--- config.mk ---
export PLATFORM = sky130hd
export DESIGN_NAME = rv_decode_stage
export DESIGN_NICKNAME = d
export VERILOG_FILES = /design/src/rtl/rv_decode_stage_pkg.sv /design/src/rtl/rv_imm_gen.sv /design/src/rtl/rv_decode_stage.sv
export SDC_FILE = /design/constraint.sdc
export NUM_CORES = 1
export LEC_CHECK = 0
export CORE_ASPECT_RATIO = 0.8
export CORE_MARGIN = 3
export CORE_UTILIZATION = 55
export CTS_BUF_LIST = sky130_fd_sc_hd__clkbuf_2 sky130_fd_sc_hd__clkbuf_4 sky130_fd_sc_hd__clkbuf_8
export CTS_CLUSTER_DIAMETER = 80
export DETAILED_ROUTE_END_ITERATION = 8
export PLACE_DENSITY = 0.84
export SLEW_MARGIN = 20
export SYNTH_ARGS = -nofsm -noshare
export SYNTH_HDL_FRONTEND = slang
export SYNTH_SLANG_ARGS = --single-unit
--- constraint.sdc ---
create_clock -name clk -period 4.3 [get_ports clk]
set_input_delay 0.43 -clock clk [delete_from_list [all_inputs] [get_ports clk]]
set_output_delay 0.43 -clock clk [all_outputs]
set_load 0.03 [all_outputs]
--- src/rtl/rv_decode_stage_pkg.sv ---
// rtl/rv_decode_stage_pkg.sv - shared opcodes, format codes and decoded-entry type
//
// Purpose: constants and types shared by rv_imm_gen and rv_decode_stage.
// Ports:   none (package).

package rv_decode_stage_pkg;

  // Major opcodes (instr[6:0]) recognised by the decoder.
  localparam logic [6:0] OPC_LUI    = 7'b0110111;
  localparam logic [6:0] OPC_AUIPC  = 7'b0010111;
  localparam logic [6:0] OPC_JAL    = 7'b1101111;
  localparam logic [6:0] OPC_JALR   = 7'b1100111;
  localparam logic [6:0] OPC_BRANCH = 7'b1100011;
  localparam logic [6:0] OPC_LOAD   = 7'b0000011;
  localparam logic [6:0] OPC_STORE  = 7'b0100011;
  localparam logic [6:0] OPC_IMM    = 7'b0010011;
  localparam logic [6:0] OPC_ART    = 7'b0110011;
  localparam logic [6:0] OPC_FENCE  = 7'b0001111;
  localparam logic [6:0] OPC_SYSTEM = 7'b1110011;

  // Instruction format classification presented on out_fmt.
  typedef enum logic [2:0] {
    FMT_R    = 3'd0,
    FMT_I    = 3'd1,
    FMT_S    = 3'd2,
    FMT_B    = 3'd3,
    FMT_U    = 3'd4,
    FMT_J    = 3'd5,
    FMT_NONE = 3'd7
  } fmt_e;

  // Width-independent part of one decoded entry; pc and imm are stored
  // beside it because their widths are module parameters.
  typedef struct packed {
    logic [6:0] opcode;
    logic [4:0] rd;
    logic [4:0] rs1;
    logic [4:0] rs2;
    logic [2:0] funct3;
    logic [6:0] funct7;
    fmt_e       fmt;
    logic       illegal;
    logic       muldiv;
  } dec_t;

endpackage

--- src/rtl/rv_imm_gen.sv ---
// rtl/rv_imm_gen.sv - combinational immediate generator and format classifier
//
// Purpose: derive the sign-extended immediate and the format from a raw
//          instruction word. Legality is not judged here.
// Ports:
//   instr_i  in  32    raw instruction word
//   imm_o    out XLEN  immediate (0 for R / NONE formats)
//   fmt_o    out 3     format code (fmt_e)

module rv_imm_gen
  import rv_decode_stage_pkg::*;
#(
  parameter int XLEN = 32
) (
  input  logic [31:0]     instr_i,
  output logic [XLEN-1:0] imm_o,
  output fmt_e            fmt_o
);

  function automatic logic [XLEN-1:0] sext32(input logic [31:0] v);
    return XLEN'($signed(v));
  endfunction

  logic [2:0] funct3;
  logic [5:0] shamt;

  assign funct3 = instr_i[14:12];
  // RV64 shifts use one more shamt bit (instr[25]).
  assign shamt  = (XLEN == 64) ? instr_i[25:20] : {1'b0, instr_i[24:20]};

  always_comb begin
    imm_o = '0;
    fmt_o = FMT_NONE;
    case (instr_i[6:0])
      OPC_LUI, OPC_AUIPC: begin
        fmt_o = FMT_U;
        imm_o = sext32({instr_i[31:12], 12'b0});
      end
      OPC_JAL: begin
        fmt_o = FMT_J;
        imm_o = sext32({{11{instr_i[31]}}, instr_i[31], instr_i[19:12],
                        instr_i[20], instr_i[30:21], 1'b0});
      end
      OPC_JALR, OPC_LOAD: begin
        fmt_o = FMT_I;
        imm_o = sext32({{20{instr_i[31]}}, instr_i[31:20]});
      end
      OPC_IMM: begin
        fmt_o = FMT_I;
        // Shift amounts are unsigned; funct7 bits above shamt must not leak in.
        if (funct3 == 3'b001 || funct3 == 3'b101) begin
          imm_o = XLEN'(shamt);
        end else begin
          imm_o = sext32({{20{instr_i[31]}}, instr_i[31:20]});
        end
      end
      OPC_STORE: begin
        fmt_o = FMT_S;
        imm_o = sext32({{20{instr_i[31]}}, instr_i[31:25], instr_i[11:7]});
      end
      OPC_BRANCH: begin
        fmt_o = FMT_B;
        imm_o = sext32({{19{instr_i[31]}}, instr_i[31], instr_i[7],
                        instr_i[30:25], instr_i[11:8], 1'b0});
      end
      OPC_ART: begin
        fmt_o = FMT_R;
      end
      default: begin
        fmt_o = FMT_NONE;
      end
    endcase
  end

endmodule

--- src/rtl/rv_decode_stage.sv ---
// rtl/rv_decode_stage.sv - pipelined RISC-V decode stage with 2-entry skid buffer
//
// Purpose: decode {pc, instr} from fetch, flag illegal encodings and present
//          the result one cycle later through a 2-entry FIFO skid buffer.
// Config:  define DECODE_RVM_EN to accept M-extension OP encodings
//          (funct7 0000001) and drive out_muldiv; otherwise they are illegal.
// Ports:
//   clk, rst_n           clock (rising edge), async active-low reset
//   flush                drop every buffered entry and any same-cycle input
//   in_valid/in_ready    fetch handshake; in_pc, in_instr payload
//   out_valid/out_ready  downstream handshake
//   out_pc .. out_muldiv decoded fields of the head entry (registered)

module rv_decode_stage
  import rv_decode_stage_pkg::*;
#(
  parameter int XLEN = 32,
  parameter int PC_W = 32
) (
  input  logic            clk,
  input  logic            rst_n,
  input  logic            flush,
  input  logic            in_valid,
  output logic            in_ready,
  input  logic [PC_W-1:0] in_pc,
  input  logic [31:0]     in_instr,
  output logic            out_valid,
  input  logic            out_ready,
  output logic [PC_W-1:0] out_pc,
  output logic [6:0]      out_opcode,
  output logic [4:0]      out_rd,
  output logic [4:0]      out_rs1,
  output logic [4:0]      out_rs2,
  output logic [2:0]      out_funct3,
  output logic [6:0]      out_funct7,
  output logic [XLEN-1:0] out_imm,
  output logic [2:0]      out_fmt,
  output logic            out_illegal,
  output logic            out_muldiv
);

  // ---------------------------------------------------------------------
  // Combinational decode of the incoming word
  // ---------------------------------------------------------------------
  logic [XLEN-1:0] gen_imm;
  fmt_e            gen_fmt;
  logic [6:0]      opcode;
  logic [2:0]      funct3;
  logic [6:0]      funct7;
  logic            illegal_c;
  logic            muldiv_c;
  dec_t            dec_c;
  logic [XLEN-1:0] imm_c;

  rv_imm_gen #(.XLEN(XLEN)) u_imm_gen (
    .instr_i (in_instr),
    .imm_o   (gen_imm),
    .fmt_o   (gen_fmt)
  );

  assign opcode = in_instr[6:0];
  assign funct3 = in_instr[14:12];
  assign funct7 = in_instr[31:25];

  always_comb begin
    illegal_c = 1'b0;
    muldiv_c  = 1'b0;
    case (opcode)
      OPC_LUI, OPC_AUIPC, OPC_JAL, OPC_FENCE, OPC_SYSTEM: illegal_c = 1'b0;
      OPC_JALR:   illegal_c = (funct3 != 3'b000);
      OPC_BRANCH: illegal_c = (funct3 == 3'b010) || (funct3 == 3'b011);
      OPC_LOAD: begin
        // ld (011) and lwu (110) only exist on RV64.
        illegal_c = (funct3 == 3'b111) ||
                    ((XLEN == 32) && ((funct3 == 3'b011) || (funct3 == 3'b110)));
      end
      OPC_STORE:  illegal_c = (XLEN == 64) ? (funct3 > 3'b011) : (funct3 > 3'b010);
      OPC_ART: begin
        if (funct7 == 7'b0000000) begin
          illegal_c = 1'b0;
        end else if (funct7 == 7'b0100000) begin
          // Only sub and sra carry the alternate funct7.
          illegal_c = !((funct3 == 3'b000) || (funct3 == 3'b101));
        end else if (funct7 == 7'b0000001) begin
`ifdef DECODE_RVM_EN
          muldiv_c  = 1'b1;
`else
          illegal_c = 1'b1;
`endif
        end else begin
          illegal_c = 1'b1;
        end
      end
      OPC_IMM: begin
        // On RV64 instr[25] is shamt[5], so only instr[31:26] are checked.
        if (funct3 == 3'b001) begin
          illegal_c = (XLEN == 64) ? (in_instr[31:26] != 6'b000000)
                                   : (funct7 != 7'b0000000);
        end else if (funct3 == 3'b101) begin
          illegal_c = (XLEN == 64)
                    ? !((in_instr[31:26] == 6'b000000) || (in_instr[31:26] == 6'b010000))
                    : !((funct7 == 7'b0000000) || (funct7 == 7'b0100000));
        end
      end
      default: illegal_c = 1'b1;
    endcase
    if (in_instr[1:0] != 2'b11) begin
      illegal_c = 1'b1;
    end
    if (illegal_c) begin
      muldiv_c = 1'b0;
    end
  end

  always_comb begin
    dec_c         = '0;
    dec_c.opcode  = opcode;
    dec_c.funct3  = funct3;
    dec_c.funct7  = funct7;
    dec_c.illegal = illegal_c;
    dec_c.muldiv  = muldiv_c;
    dec_c.fmt     = illegal_c ? FMT_NONE : gen_fmt;
    imm_c         = illegal_c ? '0 : gen_imm;
    // Register fields are reported only where the format actually uses them.
    if (!illegal_c) begin
      case (gen_fmt)
        FMT_R: begin
          dec_c.rd  = in_instr[11:7];
          dec_c.rs1 = in_instr[19:15];
          dec_c.rs2 = in_instr[24:20];
        end
        FMT_I: begin
          dec_c.rd  = in_instr[11:7];
          dec_c.rs1 = in_instr[19:15];
        end
        FMT_S, FMT_B: begin
          dec_c.rs1 = in_instr[19:15];
          dec_c.rs2 = in_instr[24:20];
        end
        FMT_U, FMT_J: begin
          dec_c.rd  = in_instr[11:7];
        end
        default: begin
          dec_c.rd  = 5'd0;
        end
      endcase
    end
  end

  // ---------------------------------------------------------------------
  // 2-entry skid buffer; slot 0 is the head and drives out_* directly
  // ---------------------------------------------------------------------
  logic [1:0]      count_q, count_d;
  dec_t            ent0_q, ent0_d, ent1_q, ent1_d;
  logic [XLEN-1:0] imm0_q, imm0_d, imm1_q, imm1_d;
  logic [PC_W-1:0] pc0_q, pc0_d, pc1_q, pc1_d;
  logic            push, pop;

  assign in_ready  = (count_q != 2'd2);
  assign out_valid = (count_q != 2'd0);
  assign push      = in_valid & in_ready;
  assign pop       = out_valid & out_ready;

  always_comb begin
    count_d = count_q;
    ent0_d  = ent0_q;
    ent1_d  = ent1_q;
    imm0_d  = imm0_q;
    imm1_d  = imm1_q;
    pc0_d   = pc0_q;
    pc1_d   = pc1_q;
    if (flush) begin
      count_d = 2'd0;
    end else begin
      case ({push, pop})
        2'b10: begin
          if (count_q == 2'd0) begin
            ent0_d = dec_c;
            imm0_d = imm_c;
            pc0_d  = in_pc;
          end else begin
            ent1_d = dec_c;
            imm1_d = imm_c;
            pc1_d  = in_pc;
          end
          count_d = count_q + 2'd1;
        end
        2'b01: begin
          ent0_d  = ent1_q;
          imm0_d  = imm1_q;
          pc0_d   = pc1_q;
          count_d = count_q - 2'd1;
        end
        2'b11: begin
          // push needs count < 2 and pop needs count > 0, so count is 1:
          // the new entry replaces the departing head.
          ent0_d = dec_c;
          imm0_d = imm_c;
          pc0_d  = in_pc;
        end
        default: begin
          count_d = count_q;
        end
      endcase
    end
  end

  always_ff @(posedge clk or negedge rst_n) begin
    if (!rst_n) begin
      count_q <= 2'd0;
      ent0_q  <= '0;
      ent1_q  <= '0;
      imm0_q  <= '0;
      imm1_q  <= '0;
      pc0_q   <= '0;
      pc1_q   <= '0;
    end else begin
      count_q <= count_d;
      ent0_q  <= ent0_d;
      ent1_q  <= ent1_d;
      imm0_q  <= imm0_d;
      imm1_q  <= imm1_d;
      pc0_q   <= pc0_d;
      pc1_q   <= pc1_d;
    end
  end

  assign out_pc      = pc0_q;
  assign out_opcode  = ent0_q.opcode;
  assign out_rd      = ent0_q.rd;
  assign out_rs1     = ent0_q.rs1;
  assign out_rs2     = ent0_q.rs2;
  assign out_funct3  = ent0_q.funct3;
  assign out_funct7  = ent0_q.funct7;
  assign out_imm     = imm0_q;
  assign out_fmt     = ent0_q.fmt;
  assign out_illegal = ent0_q.illegal;
  assign out_muldiv  = ent0_q.muldiv;

endmodule
# --- Word-level counts from Yosys, hierarchy flattened ---
# Cells that the tools add are included.
totals:
  ff_bits: 203
  in_bits: 69
  out_inout_bits: 103
  elab_cells: 107
classes:
  mux: 23
  add_sub_neg: 2
  n_lt_le_gt_ge: 1
  n_reduce_logical: 26
  n_eq_ne: 29
  n_bitwise: 4
op_table:
  columns: ["cell", "n"]
  rows:
  - ["$pmux W32 S3", 2]
  - ["$pmux W32 S6", 1]
  - ["$mux W32", 4]
  - ["$pmux W37 S3", 1]
  - ["$mux W37", 1]
  - ["$eq A7 B6 Y1 const B", 4]
  - ["$eq A7 B7 Y1 const B", 4]
  - ["$pmux W3 S6", 1]
  - ["$eq A3 B3 Y1 const B", 5]
  - ["$mux W15", 1]
  - ["$mux W5", 3]
  - ["$eq A7 B5 Y1 const B", 2]
  - ["$eq A3 B2 Y1 const B", 4]
  - ["$reduce_bool A3 Y1", 3]
  - ["$reduce_or A4 Y1", 2]
  - ["$eq A7 B2 Y1 const B", 1]
  - ["$eq A7 B4 Y1 const B", 1]
  - ["$logic_not A7 Y1", 1]
  - ["$pmux W1 S7", 1]
  - ["$reduce_bool A7 Y1", 1]
  - ["$eq A3 B1 Y1 const B", 2]
  - ["$logic_not A3 Y1", 2]
  - ["$logic_or A1 B1 Y1", 6]
  - ["$ne A2 B2 Y1 const B", 3]
  - ["other kinds (18)", 29]

# --- Longest topological paths before layout ---
# Gate-level depths: netlist of run 1.
logic_depth:
  depth_word: 10
  ltp_mapped: 9
  depth_no_buf: 7

# --- Cells and area by module ---
# From an unflattened synthesis of run 1, not the netlist that was laid out.
hier_totals:
  cells_unflattened: 1107
  area_unflattened_um2: 9400.3
modules_own_cells:
  columns: ["module", "cells_per_inst", "area_each_um2", "seq_area_each_um2", "n_inst"]
  rows:
  - ["rv_decode_stage", 1027, 8899.8, 5054.8, 1]
  - ["rv_imm_gen", 80, 500.5, 0.0, 1]

# --- Worst setup path before layout of run 1 ---
# Ideal clock, no wire load.
synth_path:
  kind: "input port to flip-flop"
  start: "in in_instr[25]"
  end: "reg imm0_q[27] (netlist: out_imm[27])"
  setup_time_ps: 80
  arrival_time_ps: 2352
  path_slack_ps: 1868
  path_stages: 8
  n_path_buf: 2
  required_ps: 4220
  cell_sequence: "or4_4 > a2111oi_4 > o22a_1 > nand4_1 > or3_1 > buf_6 > buf_6 > o22ai_2"
synth_between:
  elab_chain_len: 10
  word_cells_on_any_way: 14
  cone_classes: "eq/ne: 1; mux: 9; reduce/logical: 4"
synth_rtl:
  columns: ["item", "line_no", "source"]
  rows:
  - ["start: declaration", "rv_decode_stage.sv:26", "input logic [31:0] in_instr,"]
  - ["$eq A7 B6 Y1 or $logic_not A7 Y1 (tied branches)", "rv_decode_stage.sv:81, rv_decode_stage.sv:102, rv_decode_stage.sv:79", null]
  - ["$logic_or A1 B1 Y1", "rv_decode_stage.sv:102", ": !((funct7 == 7'b0000000) || (funct7 == 7'b0100000));"]
  - ["$logic_not A1 Y1", "rv_decode_stage.sv:102", null]
  - ["$mux W1", "rv_decode_stage.sv:99", "end else if (funct3 == 3'b101) begin"]
  - ["$mux W1", "rv_decode_stage.sv:96", "if (funct3 == 3'b001) begin"]
  - ["$pmux W1 S7 *", "rv_decode_stage.sv:68", "case (opcode)"]
  - ["$mux W1 *", "rv_decode_stage.sv:107", "if (in_instr[1:0] != 2'b11) begin"]
  - ["$mux W32 *", "rv_decode_stage.sv:123", "imm_c = illegal_c ? '0 : gen_imm;"]
  - ["$mux W32", "rv_decode_stage.sv:177", "if (count_q == 2'd0) begin"]
  - ["$pmux W32 S3 *", "rv_decode_stage.sv:175", "case ({push, pop})"]
  - ["end signal: assignment", "rv_decode_stage.sv:221", "imm0_q <= imm0_d;"]
  - ["end: declaration", "rv_decode_stage.sv:155", "logic [XLEN-1:0] imm0_q, imm0_d, imm1_q, imm1_d;"]
# Every way passes the cells marked *; elsewhere a longest branch is shown, timed or not. The select of a mux whose other input is x is not followed.
# A chain may end at the register's enable or synchronous reset.

# --- Worst setup path in the final report of run 1 ---
layout_path:
  start: "in in_instr[2]"
  end: "reg imm1_q[12]"
layout_between:
  elab_chain_len: 5
  word_cells_on_any_way: 18
  cone_classes: "eq/ne: 11; mux: 4; reduce/logical: 3"
layout_rtl:
  columns: ["item", "line_no", "source"]
  rows:
  - ["$eq A7 B4 Y1 (tied with other cells)", "rv_decode_stage.sv:68", null]
  - ["$reduce_or A5 Y1", "rv_decode_stage.sv:68", null]
  - ["$pmux W1 S7", "rv_decode_stage.sv:68", null]
  - ["$mux W1", "rv_decode_stage.sv:107", null]
  - ["$mux W32 *", "rv_decode_stage.sv:123", null]
  - ["end signal: assignment", "rv_decode_stage.sv:222", "imm1_q <= imm1_d;"]
  - ["end: declaration", "rv_decode_stage.sv:155", null]
# Every way passes the cells marked *; elsewhere a longest branch is shown, timed or not.

==> results.yml, run 1 <==
die:
  dieHeight_um: 120
  die_x_um: 148
  rows: 40
  design.die.area_sq_um: 17800
  core_area_sq_um: 15500
  start_util_pct: 57.7
  io-pin-count: 172
place:
  port_buffers: 170
  place_ws_ps: 735
  gp_congestion: 0.979
  hpwl_mm: 16.1
timing:
  rsz0062_at_grt: "no"
  layout_min_cycle_time_ps: 3050
  drv_slew: 0
  tightest_slew_ps: 899
  maxSlewHeadroom_pct: 40.1
  fin_ws_ps: 1250
  final.period_utilization_pct: 71.0
  finalSetupTns_ps: 0
  clock_skew_ps: 21.6
  fmax_mhz: 328
  finalHoldViolations: 0
  finalSetupViolCount: 0
synthesis:
  netlist_area_sq_um: 8920
  yosysSeqAreaShare_pct: 56.7
  synth-async-reset-ratio_pct: 100
  ys_ff_latch: 202
  syn_nets: 1050
  synth_area_per_cell_sq_um: 9.09
  synth_flop_cell: "dfrtp_1"
  synth_cell_types: 52
  synth_edf_count: 0
  netlist_instances: 981
  yosys_warnings: 0
finish:
  area_growth_syn_to_layout_pct: 26.8
  final_cell_mix: "290 x nand2_1, 202 x dfrtp_1, 169 x clkdlybuf4s50_1, 94 x nor2_1, 57 x a21oi_1"
  layout-drive-gt1-share_pct: 7.39
  insertedDiodeCount: 0
  nNetsFinal: 1191
  utilization_pct: 73.1
  final_common_cell: "nand2_1"
detailed_routing:
  wl_per_cell_um: 18.7
  routed_wl_mm: 25.1
  first_pass_iters: 6
  route.detailed.drc: 0
  drtAntennaViolNets: 0
  vias: 8038
  routed_via_density: 5.97
  drt-initial-drc-count: 784
cts:
  cts_tree: "yes"
  clk_pin_slew_ps: 60
  cts_buffers: 31
  cts_num_sinks: 202
  clockRootBuffer: "clkbuf_8"
  cts_setup_buffers: 0
  clock_latency_ps: 560
  clockBufferDepth: 3
  htree_levels: 1
setup_path:
  cp.required_ps: 4680
  worstPathMaxFanout: 26
  arrival_ps: 3440
  cp-start-kind: "input port"
  crit_path_end_kind: "register"
  critPathKind: "in2reg"
power:
  vdd_ir_drop_max_mv: 0.342
  power_density_nw_per_um2: 459
  leakage_nw: 5.10
outcome:
  status: "complete, no violations"
global_routing:
  antenna_found_initial: 0
  grt_pass1_wl_mm: 40.9
  grt-ovfl-total: 0
  gr-usage-all-layers_pct: 28.1
  grt_max_degree: 147
  grt_pass1_vias: 7813
job:
  drv_cap: 0
worst_hold_path:
  hp-class: "in2reg"
## flip-flops by register name (all words and copies together) (netlist names), 7 cells and up
name / cells
ent1_q: 36
imm1_q: 32
out_imm: 32
out_pc: 32
pc1_q: 32
out_funct7: 7
out_opcode: 7
## path summary, 6_finish.rpt
check | to | cells after the start | slack (ps) | from
setup / recovery | imm1_q[12]$_DFFE_PN0P_ | 8 | 1250 | in_instr[2]
setup reg to reg | imm1_q[12]$_DFFE_PN0P_ | 4 | 1820 | count_q[0]$_DFFE_PN0P_
min in group asynchronous | ent1_q[30]$_DFFE_PN0P_ | 2 | 510 | rst_n
max in group asynchronous | count_q[1]$_DFFE_PN0P_ | 3 | 2860 | rst_n
hold reg to reg | imm1_q[8]$_DFFE_PN0P_ | 2 | 470 | imm1_q[8]$_DFFE_PN0P_
hold / removal | pc1_q[24]$_DFFE_PN0P_ | 3 | 440 | in_pc[24]
## cell usage after synthesis, drive strengths merged, types with 6 or more instances
library cell	number	area [sq um]
a31oi	49	307
a221o	18	180
a22o	16	140
clkbuf	64	240
nand2	290	1090
a21oi	58	290
o22ai	23	188
nor2	94	353
o21ai	49	245
nand3	6	30.0
and3	27	169
dfrtp	202	5050
inv	6	22.5
buf	10	75.1
nor3	12	85.1
## layout make-up
cell class / instances / area, sq um
Clock buffer: 45 / 563
Clock inverter: 2 / 12.5
Fill cell: 1143 / 4160
Inverter: 6 / 22.5
Multi-Input combinational cell: 699 / 3550
Sequential cell: 202 / 5050
Tap cell: 210 / 263
Timing Repair Buffer: 182 / 1840
## worst max-delay path, stage by stage
cell             delay [ps]
clkdlybuf4s50_1         690
nor2_1                  460
nand3_1                 150
or3_1                   400
nand4_1                 100
buf_4                   210
or3_1                   730
o21ai_0                 260
## where the power goes
part	switching [mW]	leakage (nW)	total [mW]	internal, mW
registers	0.168	2.55	2.36	2.19
logic	0.786	2.25	1.31	0.523
clock network	0.696	0.304	1.52	0.822
total	1.65	5.10	5.18	3.53
## layer usage
layer,routed length [um],global-route usage (%)
met5,0,0
met4,593,8.60
met3,2450,5.51
met2,11200,41.8
met1,10900,42.1
## stage by stage
step                hold slack [ps]  total power [mW]  cell area [sq um]  std cells
global route                    438              5.43              11300       1346
detailed placement              462              3.69              10700       1298
global placement                452              3.65              10700       1298
finish                          441              5.18              11300       1346
CTS                             419              5.21              11300       1346
floorplan                       134              3.09               8920        981
## repair_timing
item / 4_1_cts / 5_1_grt
gates resized for setup: 0 / 0
hold buffers: 1 / 0
endpoints found under the hold margin: 90 / 0
## logic make-up after synthesis
| logic type | synth area share [%] |
|---|---|
| compound gates | 18.1 |
| simple gates | 21.2 |
| other cells | 0.0420 |
| buf+inv | 3.79 |
| flops | 56.7 |
| mux | 0.238 |
Note: power is estimated with default switching activity, not from simulation.
==> run 2: changes to the inputs <==
Settings changed: CORE_UTILIZATION 55 to 54, PLACE_DENSITY 0.84 to 0.83.
Clock period 4.3 ns to 2.9 ns, I/O delays scaled along.
==> results.yml, run 2 (same netlist as run 1, synthesis figures left out) <==
power:
  leakage_nw: 5.38
  vdd_ir_drop_max_mv: 0.361
  finalPower_mw: 8.04
  power_density_nw_per_um2: 683
die:
  dieHeight_um: 121
  core_area_sq_um: 16000
  io-pin-count: 172
  design.die.area_sq_um: 18100
  die_x_um: 150
  rows: 41
  start_util_pct: 55.9
worst_hold_path:
  hp-class: "in2async"
timing:
  fmax_mhz: 391
  drv_slew: 0
  clock_skew_ps: 20.5
  finalSetupViolCount: 0
  rsz0062_at_grt: "no"
  tightest_slew_ps: 773
  finalHoldViolations: 0
  layout_min_cycle_time_ps: 2560
  final.period_utilization_pct: 88.2
  finalSetupTns_ps: 0
  maxSlewHeadroom_pct: 48.0
place:
  gp_congestion: 1.07
  hpwl_mm: 17.0
  port_buffers: 170
finish:
  largest_reg_flops: 36
  area_growth_syn_to_layout_pct: 32.0
  layout-drive-gt1-share_pct: 11.1
  top_register: "ent1_q"
  insertedDiodeCount: 0
  final_cell_mix: "290 x nand2_1, 202 x dfrtp_1, 169 x clkdlybuf4s50_1, 94 x nor2_1, 57 x a21oi_1"
  final_common_cell: "nand2_1"
  nNetsFinal: 1233
setup_path:
  reg2reg_from: "count_q[0]$_DFFE_PN0P_"
  crit_path_end_kind: "register"
  crit_family: "simple AND/OR/NAND/NOR gates"
  cp.required_ps: 3300
  worst_r2r_path_depth: 7
  max_stage_delay_ps: 580
  arrival_ps: 2960
  cpMaxStageDelayCell: "or4_4"
  timing.critical_path.cells: "clkdlybuf4s50_1 > or4_4 > a2111oi_4 > o22a_1 > nand4_1 > or3_1 > buf_12 > o22ai_1"
  cp-start-kind: "input port"
  ff2ff_setup_slack_ps: 630
  critPathKind: "in2reg"
  r2r-end: "out_imm[8]$_DFFE_PN0P_"
  timing.critical_path.buf_inv: 2
  worstPathMaxFanout: 26
detailed_routing:
  drt-initial-drc-count: 600
  routed_via_density: 5.79
  routed_wl_mm: 25.8
  vias: 8106
  first_pass_iters: 5
  drtAntennaViolNets: 0
  wl_per_cell_um: 18.4
  route.detailed.drc: 0
cts:
  clockRootBuffer: "clkbuf_8"
  cts_setup_buffers: 0
  cts_resized: 0
  cts_tree: "yes"
  cts_buffers: 34
  clockBufferDepth: 3
  clock_latency_ps: 500
  htree_levels: 2
  cts_num_sinks: 202
  cts_hold_buf: 1
  clk_pin_slew_ps: 60
global_routing:
  grt_pass1_vias: 7946
  grt_max_degree: 147
  antenna_found_initial: 0
  grt-ovfl-total: 0
  gr-usage-all-layers_pct: 28.5
  grt_pass1_wl_mm: 41.4
outcome:
  status: "complete, no violations"
job:
  drv_cap: 0
==> run 2: final cells by class <==
| type | count | area (sq um) |
|---|---|---|
| timing repair buffer | 221 | 2180 |
| sequential | 202 | 5050 |
| clock buffer | 54 | 681 |
| inverter | 6 | 22.5 |
| tap | 215 | 269 |
| fill | 1166 | 4180 |
| multi-input combinational | 699 | 3550 |
| clock inverter | 2 | 10.0 |
==> run 2: worst max path at each step <==
stage	endpoint	from	cells past startpoint	slack, ps
floorplan	out_imm[27]$_DFFE_PN0P_	in_instr[25]	8	610
global placement	out_rd[2]$_DFFE_PN0P_	in_instr[5]	9	-7
detailed placement	out_imm[23]$_DFFE_PN0P_	in_instr[25]	8	-90
CTS	out_imm[23]$_DFFE_PN0P_	in_instr[25]	8	370
global route	out_imm[23]$_DFFE_PN0P_	in_instr[25]	8	220
finish	out_imm[23]$_DFFE_PN0P_	in_instr[26]	8	340
==> run 2: layer usage <==
| layer | track usage, % | vias up | wire length [um] |
|---|---|---|---|
| met5 | 0 | - | 0 |
| met4 | 8.00 | 0 | 576 |
| met3 | 5.94 | 55 | 2520 |
| met2 | 43.2 | 403 | 11600 |
| met1 | 42.0 | 3905 | 11100 |
| li1 | - | 3743 | - |
==> run 2: metrics by stage <==
step,util [%],hold slack [ps],instance area (sq um),setup WS (ps),instances
2_1_floorplan,-,-5.59,8920,608,981
3_3_place_gp,69.4,314,11100,-7.11,1342
3_5_place_dp,69.4,320,11100,-88.5,1342
4_1_cts,73.8,348,11800,372,1399
5_1_grt,73.8,365,11800,217,1399
6_report,73.8,338,11800,344,1399
==> run 2: power by group <==
group          internal (mW)  switching (mW)
combinational          0.806            1.17
sequential              3.25           0.242
clock                   1.48            1.09
==> run 3: changes to the inputs <==
Settings changed: CTS_CLUSTER_DIAMETER 80 to default.
==> results of run 3 <==
The final DEF is identical to that of run 2; final timing and power are the same.
